--- config.mk ---
export PLATFORM = sky130hd
export DESIGN_NAME = rr_quantum_arbiter
export DESIGN_NICKNAME = d
export VERILOG_FILES = /design/src/rtl/rr_quantum_arbiter.sv
export SDC_FILE = /design/constraint.sdc
export NUM_CORES = 1
export LEC_CHECK = 0
export CELL_PAD_IN_SITES_DETAIL_PLACEMENT = 1
export CELL_PAD_IN_SITES_GLOBAL_PLACEMENT = 1
export CORE_MARGIN = 4
export CORE_UTILIZATION = 40
export CTS_BUF_LIST = sky130_fd_sc_hd__clkbuf_8
export CTS_CLUSTER_DIAMETER = 200
export DETAILED_ROUTE_END_ITERATION = 10
export PLACE_DENSITY_LB_ADDON = 0.2
export REMOVE_ABC_BUFFERS = 1
export SETUP_SLACK_MARGIN = 0.1
export SLEW_MARGIN = 20
export SYNTH_ARGS = -nofsm -noshare
export SYNTH_HDL_FRONTEND = slang
export SYNTH_SLANG_ARGS = --single-unit
--- constraint.sdc ---
create_clock -name clk -period 2.8 [get_ports clk]
set_input_delay 0.56 -clock clk [delete_from_list [all_inputs] [get_ports clk]]
set_output_delay 0.56 -clock clk [all_outputs]
set_load 0.01 [all_outputs]
--- src/rtl/rr_quantum_arbiter.sv ---
// Round-robin arbiter for one shared resource with a per-grant hold quantum.
// A holder keeps its grant while requesting. Under contention it is handed off
// after QUANTUM cycles, and the handoff pulses preempt.
module rr_quantum_arbiter #(
    parameter int unsigned N       = 4,
    parameter int unsigned QUANTUM = 8,
    localparam int unsigned IW     = (N > 1) ? $clog2(N) : 1
) (
    input  logic          clk,
    input  logic          rst_n,
    input  logic [N-1:0]  req,
    output logic [N-1:0]  gnt,
    output logic [IW-1:0] gnt_id,
    output logic          busy,
    output logic          preempt
);

    localparam int unsigned CW = $clog2(QUANTUM) + 1;
    localparam logic [CW-1:0] CNT_MAX = CW'(QUANTUM - 1);

    typedef enum logic {
        ST_IDLE  = 1'b0,
        ST_GRANT = 1'b1
    } state_t;

    state_t        state_q,   state_d;
    logic [N-1:0]  gnt_q,     gnt_d;
    logic [IW-1:0] gnt_id_q,  gnt_id_d;
    logic [IW-1:0] last_id_q, last_id_d;
    logic [CW-1:0] cnt_q,     cnt_d;
    logic          preempt_q, preempt_d;

    logic          released;
    logic          expired;
    logic          arbitrate;
    logic          found;
    logic [IW-1:0] win_id;
    logic [N-1:0]  win_oh;
    int unsigned   idx;

    // Release / expiry detection and the round-robin search starting after last_id.
    always_comb begin
        released  = (state_q == ST_GRANT) && ((req & gnt_q) == '0);
        expired   = (state_q == ST_GRANT) && (cnt_q == CNT_MAX) && ((req & ~gnt_q) != '0);
        arbitrate = (state_q == ST_IDLE) || released || expired;
        found     = 1'b0;
        win_id    = '0;
        win_oh    = '0;
        idx       = 0;
        for (int unsigned i = 1; i <= N; i++) begin
            idx = int'(last_id_q) + i;
            if (idx >= N) begin
                idx = idx - N;
            end
            if (!found && req[IW'(idx)]) begin
                found  = 1'b1;
                win_id = IW'(idx);
                win_oh = N'(1) << idx;
            end
        end
    end

    // Next-state logic: arbitrate, hold with saturating count, or fall idle.
    always_comb begin
        state_d   = state_q;
        gnt_d     = gnt_q;
        gnt_id_d  = gnt_id_q;
        last_id_d = last_id_q;
        cnt_d     = cnt_q;
        preempt_d = 1'b0;
        if (arbitrate) begin
            if (found) begin
                state_d   = ST_GRANT;
                gnt_d     = win_oh;
                gnt_id_d  = win_id;
                last_id_d = win_id;
                cnt_d     = '0;
                // Release wins over expiry when both happen on the same edge.
                preempt_d = expired && !released;
            end else begin
                state_d  = ST_IDLE;
                gnt_d    = '0;
                gnt_id_d = '0;
                cnt_d    = '0;
            end
        end else if (cnt_q != CNT_MAX) begin
            cnt_d = cnt_q + CW'(1);
        end
    end

    // State and output registers; last_id resets to N-1 so the first search starts at 0.
    always_ff @(posedge clk or negedge rst_n) begin
        if (!rst_n) begin
            state_q   <= ST_IDLE;
            gnt_q     <= '0;
            gnt_id_q  <= '0;
            last_id_q <= IW'(N - 1);
            cnt_q     <= '0;
            preempt_q <= 1'b0;
        end else begin
            state_q   <= state_d;
            gnt_q     <= gnt_d;
            gnt_id_q  <= gnt_id_d;
            last_id_q <= last_id_d;
            cnt_q     <= cnt_d;
            preempt_q <= preempt_d;
        end
    end

    assign gnt     = gnt_q;
    assign gnt_id  = gnt_id_q;
    assign busy    = (state_q == ST_GRANT);
    assign preempt = preempt_q;

endmodule

==> impl_metrics.ini, run 1 <==
[timing]
timing.final.crit_share_pct = 86.23
rsz0062_at_grt = false
finalMaxSlewViolations = 0
final.setup_skew_ns = 0.001372
worst_slew_pin_slew_ns = 0.6396
finalSetupViolations = 0
min_period_ns = 2.414
hold_viol = 0
max_freq_ghz = 0.4142
tns_ns = 0
relSlewSlack_pct = 57.23

[synth]
yosysTopAreaCell = dfrtp_1
synth_common_cells = 12 x dfrtp_1, 12 x nor2_1, 9 x ha_1, 7 x nand2_1, 5 x buf_2
yosysWarnings = 0
synthFlopType = dfrtp_1
synth_cell_types = 41
syn_avg_cell_area_sq_um = 9.901
syn_inst = 115
yosys-top-cells-area = dfrtp_1 26%, ha_1 9.9%, mux4_2 7.9%
yosys.area.top_type_share_pct = 26.37
yosysSeqAreaShare_pct = 30.99
ys_seq_elements = 14
synth_edf_count = 0
syn-cell-area_sq_um = 1139
synthArstFlopShare_pct = 100.0

[critical_path]
cp-start-kind = flip-flop
rrSetupSlack_ns = 0.39
endpoint = gnt[2]
crit_path_top_delay_cell = dfstp_2
required_ns = 2.91
r2r_cells = 7
r2r_start = last_id_q[1]
cp-startpoint = last_id_q[1]
cp_max_fo = 7
criticalPathCategory = reg2reg
worstReg2RegEnd = gnt[2]
crit_chain = inv_1 > ha_1 > buf_4 > mux4_2 > and2_4 > a222oi_1 > a31oi_1
arrival_ns = 2.53
cp-end-kind = flip-flop
cp_slowest_stage_delay_ns = 0.56

[floorplanning]
core_area_sq_um = 2734
boundaryPins = 14
dieArea_sq_um = 3764
start_util_pct = 41.65
dieHeight_um = 61.35
dieWidth_um = 61.35
rows = 19

[cells_and_area]
final_nets = 145
num-fill-cells = 314
layout-drive-gt1-share_pct = 19.38
instances_no_fill = 160
diodes = 0
area_growth_pct = 18.68

[route]
num_vias = 931
drtPass1Iterations = 4
via_per_inst = 5.819
detail-route-antenna-nets = 0
drc = 0
wl_per_cell_um = 16.97
wl_mm = 2.715
drt-initial-drc-count = 26

[power_and_ir_drop]
vdd_drop_max_v = 0.0007016
p_leak_uw = 0.0005698
powerDensity_nw_per_um2 = 1335

[clocking]
cts_root_buf = clkbuf_8
clk_pin_slew_worst_paths_ns = 0.06
clk_latency_ns = 0.24
cts_max_level = 1
cts.hold.buffers_added = 0
cts.sinks = 14
numCtsBuffers = 3
clockBufferDepth = 2
cts_tree = done

[global_route]
grt_max_degree = 16
antenna_found_initial = 0
grt_pass1_wl_mm = 4.381
grt_remaining_overflow = 0
first_global_vias = 896
grt_usage_pct = 15.76

[placement]
gp_congestion = 0.9663
dp.cells = 154
numPortBuffers = 13
dp_hpwl_mm = 2.086

[job]
maxCapViolations = 0

[hold_path]
worstHoldPathType = reg2reg

[outcome]
status = finished clean
==> state kept, by name, summed over array words and instances (netlist names) <==
| name | count |
|---|---|
| cnt_q | 4 |
| gnt | 4 |
| gnt_id | 2 |
| last_id_q | 2 |
| busy | 1 |
| preempt | 1 |
==> cells in the final DEF, fill, tap and decap left out, types with 2 or more instances in the layout <==
| cell type | count |
|---|---|
| a21oi_1 | 4 |
| a222oi_1 | 4 |
| a22o_1 | 2 |
| a31oi_1 | 4 |
| buf_4 | 6 |
| clkbuf_8 | 4 |
| clkdlybuf4s50_1 | 13 |
| dfrtp_1 | 12 |
| dfstp_2 | 2 |
| ha_1 | 9 |
| inv_1 | 3 |
| mux2_2 | 3 |
| mux2i_1 | 4 |
| mux4_2 | 4 |
| nand2_1 | 7 |
| nand2b_1 | 2 |
| nand3_1 | 3 |
| nor2_1 | 12 |
| nor3_1 | 2 |
| o21ai_0 | 3 |
| o21ai_1 | 3 |
| o22ai_1 | 2 |
| or2b_1 | 3 |
| xnor2_1 | 2 |
==> worst max-delay path: cells and delay by family (launching register included) <==
kind,cells,cell delay [ns]
AOI/OAI and AO/OA,2,0.50
buffers and inverters,2,0.30
and+or+nand+nor,1,0.20
DFF,1,0.56
adders and majority gates,1,0.35
muxes,1,0.37
==> kinds of logic (layout without fill, tap and decap cells) <==
| group | Yosys count | after routing | synth area share (%) |
|---|---|---|---|
| multiplexers | 11 | 11 | 14.40 |
| flip-flops | 14 | 14 | 30.99 |
| AO/OA/AOI/OAI | 30 | 30 | 19.67 |
| buffers and inverters | 13 | 27 | 6.262 |
| AND/OR/NAND/NOR | 36 | 36 | 17.25 |
| adder cells (fa/ha/maj) | 9 | 9 | 9.890 |
| XOR/XNOR | 2 | 2 | 1.539 |
==> metrics by stage <==
stage | hold slack (ns) | total power [uW] | util, % | instance area, sq um | setup WS, ns
finish | 0.5357 | 1804 | 49.43 | 1351 | 0.3857
global route | 0.5708 | 1953 | 49.43 | 1351 | 0.1992
CTS | 0.5414 | 1797 | 48.88 | 1336 | 0.2090
detailed placement | 0.5333 | 1588 | 46.87 | 1281 | 0.2065
global placement | 0.5132 | 1548 | 46.87 | 1281 | 0.2782
floorplan | 0.2644 | 1195 | - | 1082 | 0.2870
==> report_power, final <==
group	switching [uW]	internal, uW	total [uW]
clock network	69.6	124	194
registers	82.3	309	391
logic	645	573	1220
==> how the worst min path moves through the flow <==
stage	start	to	cells past startpoint
global placement	gnt_id[1]	gnt_id[1]	2
finish	gnt_id[0]	gnt_id[0]	2
CTS	gnt_id[0]	gnt_id[0]	2
global route	gnt_id[0]	gnt_id[0]	2
detailed placement	gnt_id[0]	gnt_id[0]	2
floorplan	rst_n	busy	0
==> repair_timing <==
item	4_1_cts	5_1_grt
setup buffers	0	2
setup endpoints to repair	0	3
resized for setup	0	0
==> final cells by class <==
cell class                      count  area (sq um)  share of cell area (%)
Clock buffer                        4         55.05                   4.074
Inverter                            4         15.01                   1.111
Multi-Input combinational cell     88         714.4                   52.87
Sequential cell                    14         352.8                   26.11
Tap cell                           31         38.79                   2.870
Timing Repair Buffer               19         175.2                   12.96
==> per-layer routing <==
layer  track usage (%)  vias up  wire length [um]
met3             1.677        6               110
li1                  -      455                 -
met1             21.33      442              1259
met2             25.53       28              1280
met4             6.667        0                65
met5                 0        -                 0
(Power assumes the default switching activity.)
==> run 2: changes to the inputs <==
==> constraint.sdc (replaced) <==
create_clock -name clk -period 2.8 [get_ports clk]
set_input_delay 0.28 -clock clk [delete_from_list [all_inputs] [get_ports clk]]
set_output_delay 0.28 -clock clk [all_outputs]
set_load 0.01 [all_outputs]
==> run 2 against run 1 <==
  * Clock skew grew 0.0014 ns
  * Non-clock buffer count fell by 1
  * Global-route usage fell by 0.46 points
  * Core utilization decreased by 0.18 points
  * Flip-flop and latch count unchanged
  * Critical path type unchanged
  * Critical endpoint unchanged
==> impl_metrics.ini, run 2 (synthesis gave the netlist of run 1 again) <==
[outcome]
status = finished clean

[placement]
dp_hpwl_mm = 1.962
numPortBuffers = 13
gp_congestion = 0.9260

[timing]
final.setup_skew_ns = 0.002782
rsz0062_at_grt = false
min_period_ns = 2.507
finalSetupViolations = 0
worst_hold_slack_ns = 0.4396
finalMaxSlewViolations = 0
max_freq_ghz = 0.3990
hold_viol = 0
worst_slew_pin_slew_ns = 0.6794
timing.final.crit_share_pct = 89.52
tns_ns = 0
relSlewSlack_pct = 54.56

[floorplanning]
dieWidth_um = 61.35
dieHeight_um = 61.35
dieArea_sq_um = 3764
rows = 19
boundaryPins = 14
core_area_sq_um = 2734
start_util_pct = 41.65

[route]
drt-initial-drc-count = 32
detail-route-antenna-nets = 0
via_per_inst = 5.786
drc = 0
wl_mm = 2.645
wl_per_cell_um = 16.64
num_vias = 920
drtPass1Iterations = 4

[critical_path]
criticalPathCategory = reg2reg
cp_max_fo = 8
cp-start-kind = flip-flop
arrival_ns = 2.68
cp-end-kind = flip-flop
required_ns = 2.97

[power_and_ir_drop]
p_seq_share_pct = 21.5
pwr-share-comb_pct = 66.9
powerDensity_nw_per_um2 = 1315
switchingPower_uw = 773.0
vdd_drop_max_v = 0.0005698
swShare_pct = 43.67
p_int_uw = 996.9
power_frac_clock_pct = 11.6
p_leak_uw = 0.0005633

[global_route]
grt_pass1_wl_mm = 4.160
grt_remaining_overflow = 0
first_global_vias = 870
grt_usage_pct = 15.30
antenna_found_initial = 0
grt_max_degree = 16

[clocking]
cts_tree = done
cts_root_buf = clkbuf_8
cts.hold.buffers_added = 0
numCtsBuffers = 3
clockBufferDepth = 2
clk_pin_slew_worst_paths_ns = 0.06
cts.sinks = 14
clk_latency_ns = 0.25
cts_max_level = 1

[cells_and_area]
layout-drive-gt1-share_pct = 19.53
final_cell_mix = 13 x clkdlybuf4s50_1, 12 x nor2_1, 12 x dfrtp_1
mostFrequentLayoutCell = clkdlybuf4s50_1
final_nets = 144
diodes = 0
area_growth_pct = 18.24

[job]
maxCapViolations = 0

[hold_path]
worstHoldPathType = in2async
==> run 2: final timing paths <==
path | startpoint | to | slack (ns) | cells past startpoint
min | rst_n | gnt[0] | 0.44 | 1
min in group clk | gnt_id[1] | gnt_id[1] | 0.54 | 2
max in group asynchronous | rst_n | cnt_q[1] | 1.93 | 1
max | last_id_q[1] | gnt[2] | 0.29 | 7
min reg2reg | gnt_id[1] | gnt_id[1] | 0.54 | 2
max reg2reg | last_id_q[1] | gnt[2] | 0.29 | 7
==> run 2: worst max-delay path, cell delays in order, from the launching register on <==
cell and delay [ns]:
dfstp_2 0.56, inv_1 0.12, ha_2 0.45, mux4_2 0.65, nor2_4 0.18, and2_4 0.18, a222oi_1 0.10, a31oi_1 0.18
==> run 2: cell type report <==
cell class | count | area, sq um
Clock buffer | 4 | 55.05
Fill cell | 319 | 1388
Inverter | 4 | 15.01
Multi-Input combinational cell | 88 | 716.9
Sequential cell | 14 | 352.8
Tap cell | 31 | 38.79
Timing Repair Buffer | 18 | 167.7
==> run 2: power groups by stage <==
stage	clock, uW	sequential [uW]	combinational [uW]
final	205	380	1180
after floorplan	0	445	750
after CTS	207	402	1150
after global placement	0	399	1120
after detailed placement	0	407	1140
after global routing	213	394	1320
==> run 2: metrics by stage <==
step	cell area, sq um	total power, uW	cells	setup WS [ns]	utilization, %
final	1346	1770	159	0.2935	49.24
after global routing	1346	1924	159	0.1355	49.24
after CTS	1331	1763	157	0.1080	48.70
after detailed placement	1274	1544	153	0.06401	46.59
after global placement	1274	1517	153	0.1925	46.59
after floorplan	1082	1195	106	0.2870	-
==> run 2: timing repair <==
action	in CTS	in global routing
gates cloned	0	0
resized for setup	1	0
setup endpoints to repair	4	6
setup buffers	0	2
==> run 2: per-layer routing <==
metal / track usage, % / vias up / part of all wire (%)
met1: 20.65 / 440 / 46
met5: 0 / - / 0
li1: - / 449 / -
met3: 2.306 / 7 / 4.1
met4: 6.970 / 0 / 2.6
met2: 24.17 / 24 / 47
==> run 3: changes to the inputs <==
--- a/config.mk
+++ b/config.mk
@@ -8,7 +8,7 @@
 export CELL_PAD_IN_SITES_DETAIL_PLACEMENT = 1
 export CELL_PAD_IN_SITES_GLOBAL_PLACEMENT = 1
 export CORE_MARGIN = 4
-export CORE_UTILIZATION = 40
+export CORE_UTILIZATION = 48
 export CTS_BUF_LIST = sky130_fd_sc_hd__clkbuf_8
 export CTS_CLUSTER_DIAMETER = 200
 export DETAILED_ROUTE_END_ITERATION = 10
==> constraint.sdc (replaced) <==
create_clock -name clk -period 3.12 [get_ports clk]
set_input_delay 0.312 -clock clk [delete_from_list [all_inputs] [get_ports clk]]
set_output_delay 0.312 -clock clk [all_outputs]
set_load 0.01 [all_outputs]
==> run 3 against run 2 <==
  * Core utilization is 9.7 points higher
  * Critical path depth stayed put
  * Clock power fell by 11%
  * Routed wire length grew 5.7%
  * Count of clock-buffer cells in the layout unchanged
  * Clock skew fell by 0.00098 ns
  * Power is 11% lower
  * Non-clock buffer count fell by 3
  * First-iteration DRC count rose by 3.1%
  * Register-to-register slack gained 0.02 ns
  * Sequential power decreased by 5.8%
  * Worst setup slack improved by 0.016 ns
  * Critical endpoint unchanged
==> impl_metrics.ini, run 3 (synthesis gave the netlist of run 1 again) <==
[floorplanning]
rows = 17
start_util_pct = 50.98
boundaryPins = 14
dieHeight_um = 56.71
dieArea_sq_um = 3215
core_area_sq_um = 2233
dieWidth_um = 56.71

[clocking]
cts.hold.buffers_added = 0
cts_setup_buffers = 0
post_cts_resized = 0
cts_max_level = 1
cts_tree = done
cts.sinks = 14
clk_latency_ns = 0.25
numCtsBuffers = 3
cts_root_buf = clkbuf_8
clk_pin_slew_worst_paths_ns = 0.06
clockBufferDepth = 2

[power_and_ir_drop]
vdd_drop_max_v = 0.0006649
p_leak_uw = 0.0005507
powerDensity_nw_per_um2 = 1198

[critical_path]
cp-end-kind = flip-flop
cp_max_fo = 12
required_ns = 3.28
arrival_ns = 2.97
cp-start-kind = flip-flop
criticalPathCategory = reg2reg

[hold_path]
worstHoldPathType = in2async

[timing]
timing.final.crit_share_pct = 90.08
min_period_ns = 2.811
worst_slew_pin_slew_ns = 0.6812
finalMaxSlewViolations = 0
final.setup_skew_ns = 0.001798
worst_hold_slack_ns = 0.4782
hold_viol = 0
relSlewSlack_pct = 54.45
tns_ns = 0
max_freq_ghz = 0.3558
finalSetupViolations = 0
rsz0062_at_grt = false

[cells_and_area]
area_growth_pct = 15.71
diodes = 0
mostFrequentLayoutCell = clkdlybuf4s50_1
final_nets = 141
final_cell_mix = 13 x clkdlybuf4s50_1, 12 x nor2_1, 12 x dfrtp_1
layout-drive-gt1-share_pct = 16.80

[route]
num_vias = 950
detail-route-antenna-nets = 0
drt-initial-drc-count = 33
wl_mm = 2.797
drc = 0
drtPass1Iterations = 4
via_per_inst = 6.209
wl_per_cell_um = 18.28

[global_route]
first_global_vias = 1027
grt_pass1_wl_mm = 4.940
antenna_found_initial = 0
grt_max_degree = 16
grt_usage_pct = 19.52
grt_remaining_overflow = 0

[job]
maxCapViolations = 0

[placement]
dp_hpwl_mm = 1.989
numPortBuffers = 13
gp_congestion = 0.8336

[outcome]
status = finished clean
[run 3: cell types whose count changed in the layout (fill, tap and decap cells not counted)]
cell	previous run	this run
buf_4	5	2
ha_1	8	9
ha_2	1	0
[run 3: per-layer routing]
| layer | routed length (um) | track usage (%) |
|---|---|---|
| met1 | 1255 | 24.58 |
| met2 | 1369 | 32.67 |
| met3 | 121 | 2.989 |
| met4 | 50 | 8.475 |
| met5 | 0 | 0 |
[run 3: layout make-up]
class | count | area [sq um]
Clock buffer | 4 | 55.05
Fill cell | 263 | 915.9
Inverter | 4 | 15.01
Multi-Input combinational cell | 88 | 714.4
Sequential cell | 14 | 352.8
Tap cell | 28 | 35.03
Timing Repair Buffer | 15 | 145.1
[run 3: worst max-delay path, cell delays in order (launching register included)]
cell and delay (ns):
dfstp_2 0.67, inv_1 0.17, ha_1 0.50, mux4_2 0.67, nor2_4 0.19, and2_4 0.18, a222oi_1 0.10, a31oi_1 0.23
[run 3: where the power goes]
group          total [uW]  internal (uW)  switching (uW)
Combinational        1040            474             565
Sequential            358            278            80.0
Clock                 182            112            70.5
Total                1580            863             715
[run 3: path summary, 6_finish.rpt]
kind / cells after the start / start / slack, ns / endpoint
max in group asynchronous: 1 / rst_n / 2.21 / preempt
worst max-delay path: 7 / last_id_q[1] / 0.31 / gnt[2]
worst min register to register: 2 / gnt_id[1] / 0.54 / gnt_id[1]
worst max register to register: 7 / last_id_q[1] / 0.31 / gnt[2]
worst min-delay path: 1 / rst_n / 0.48 / gnt[3]
min in group clk: 2 / gnt_id[1] / 0.54 / gnt_id[1]
[run 3: stage by stage]
| stage | setup WS [ns] | util [%] | instances | instance area [sq um] | total power [uW] |
|---|---|---|---|---|---|
| 2_1_floorplan | 0.6070 | - | 106 | 1082 | 1073 |
| 3_3_place_gp | 0.5394 | 56.53 | 149 | 1262 | 1344 |
| 3_5_place_dp | 0.3565 | 56.53 | 149 | 1262 | 1376 |
| 4_1_cts | 0.3080 | 58.99 | 153 | 1318 | 1582 |
| 5_1_grt | 0.1661 | 58.99 | 153 | 1318 | 1711 |
| 6_report | 0.3094 | 58.99 | 153 | 1318 | 1579 |
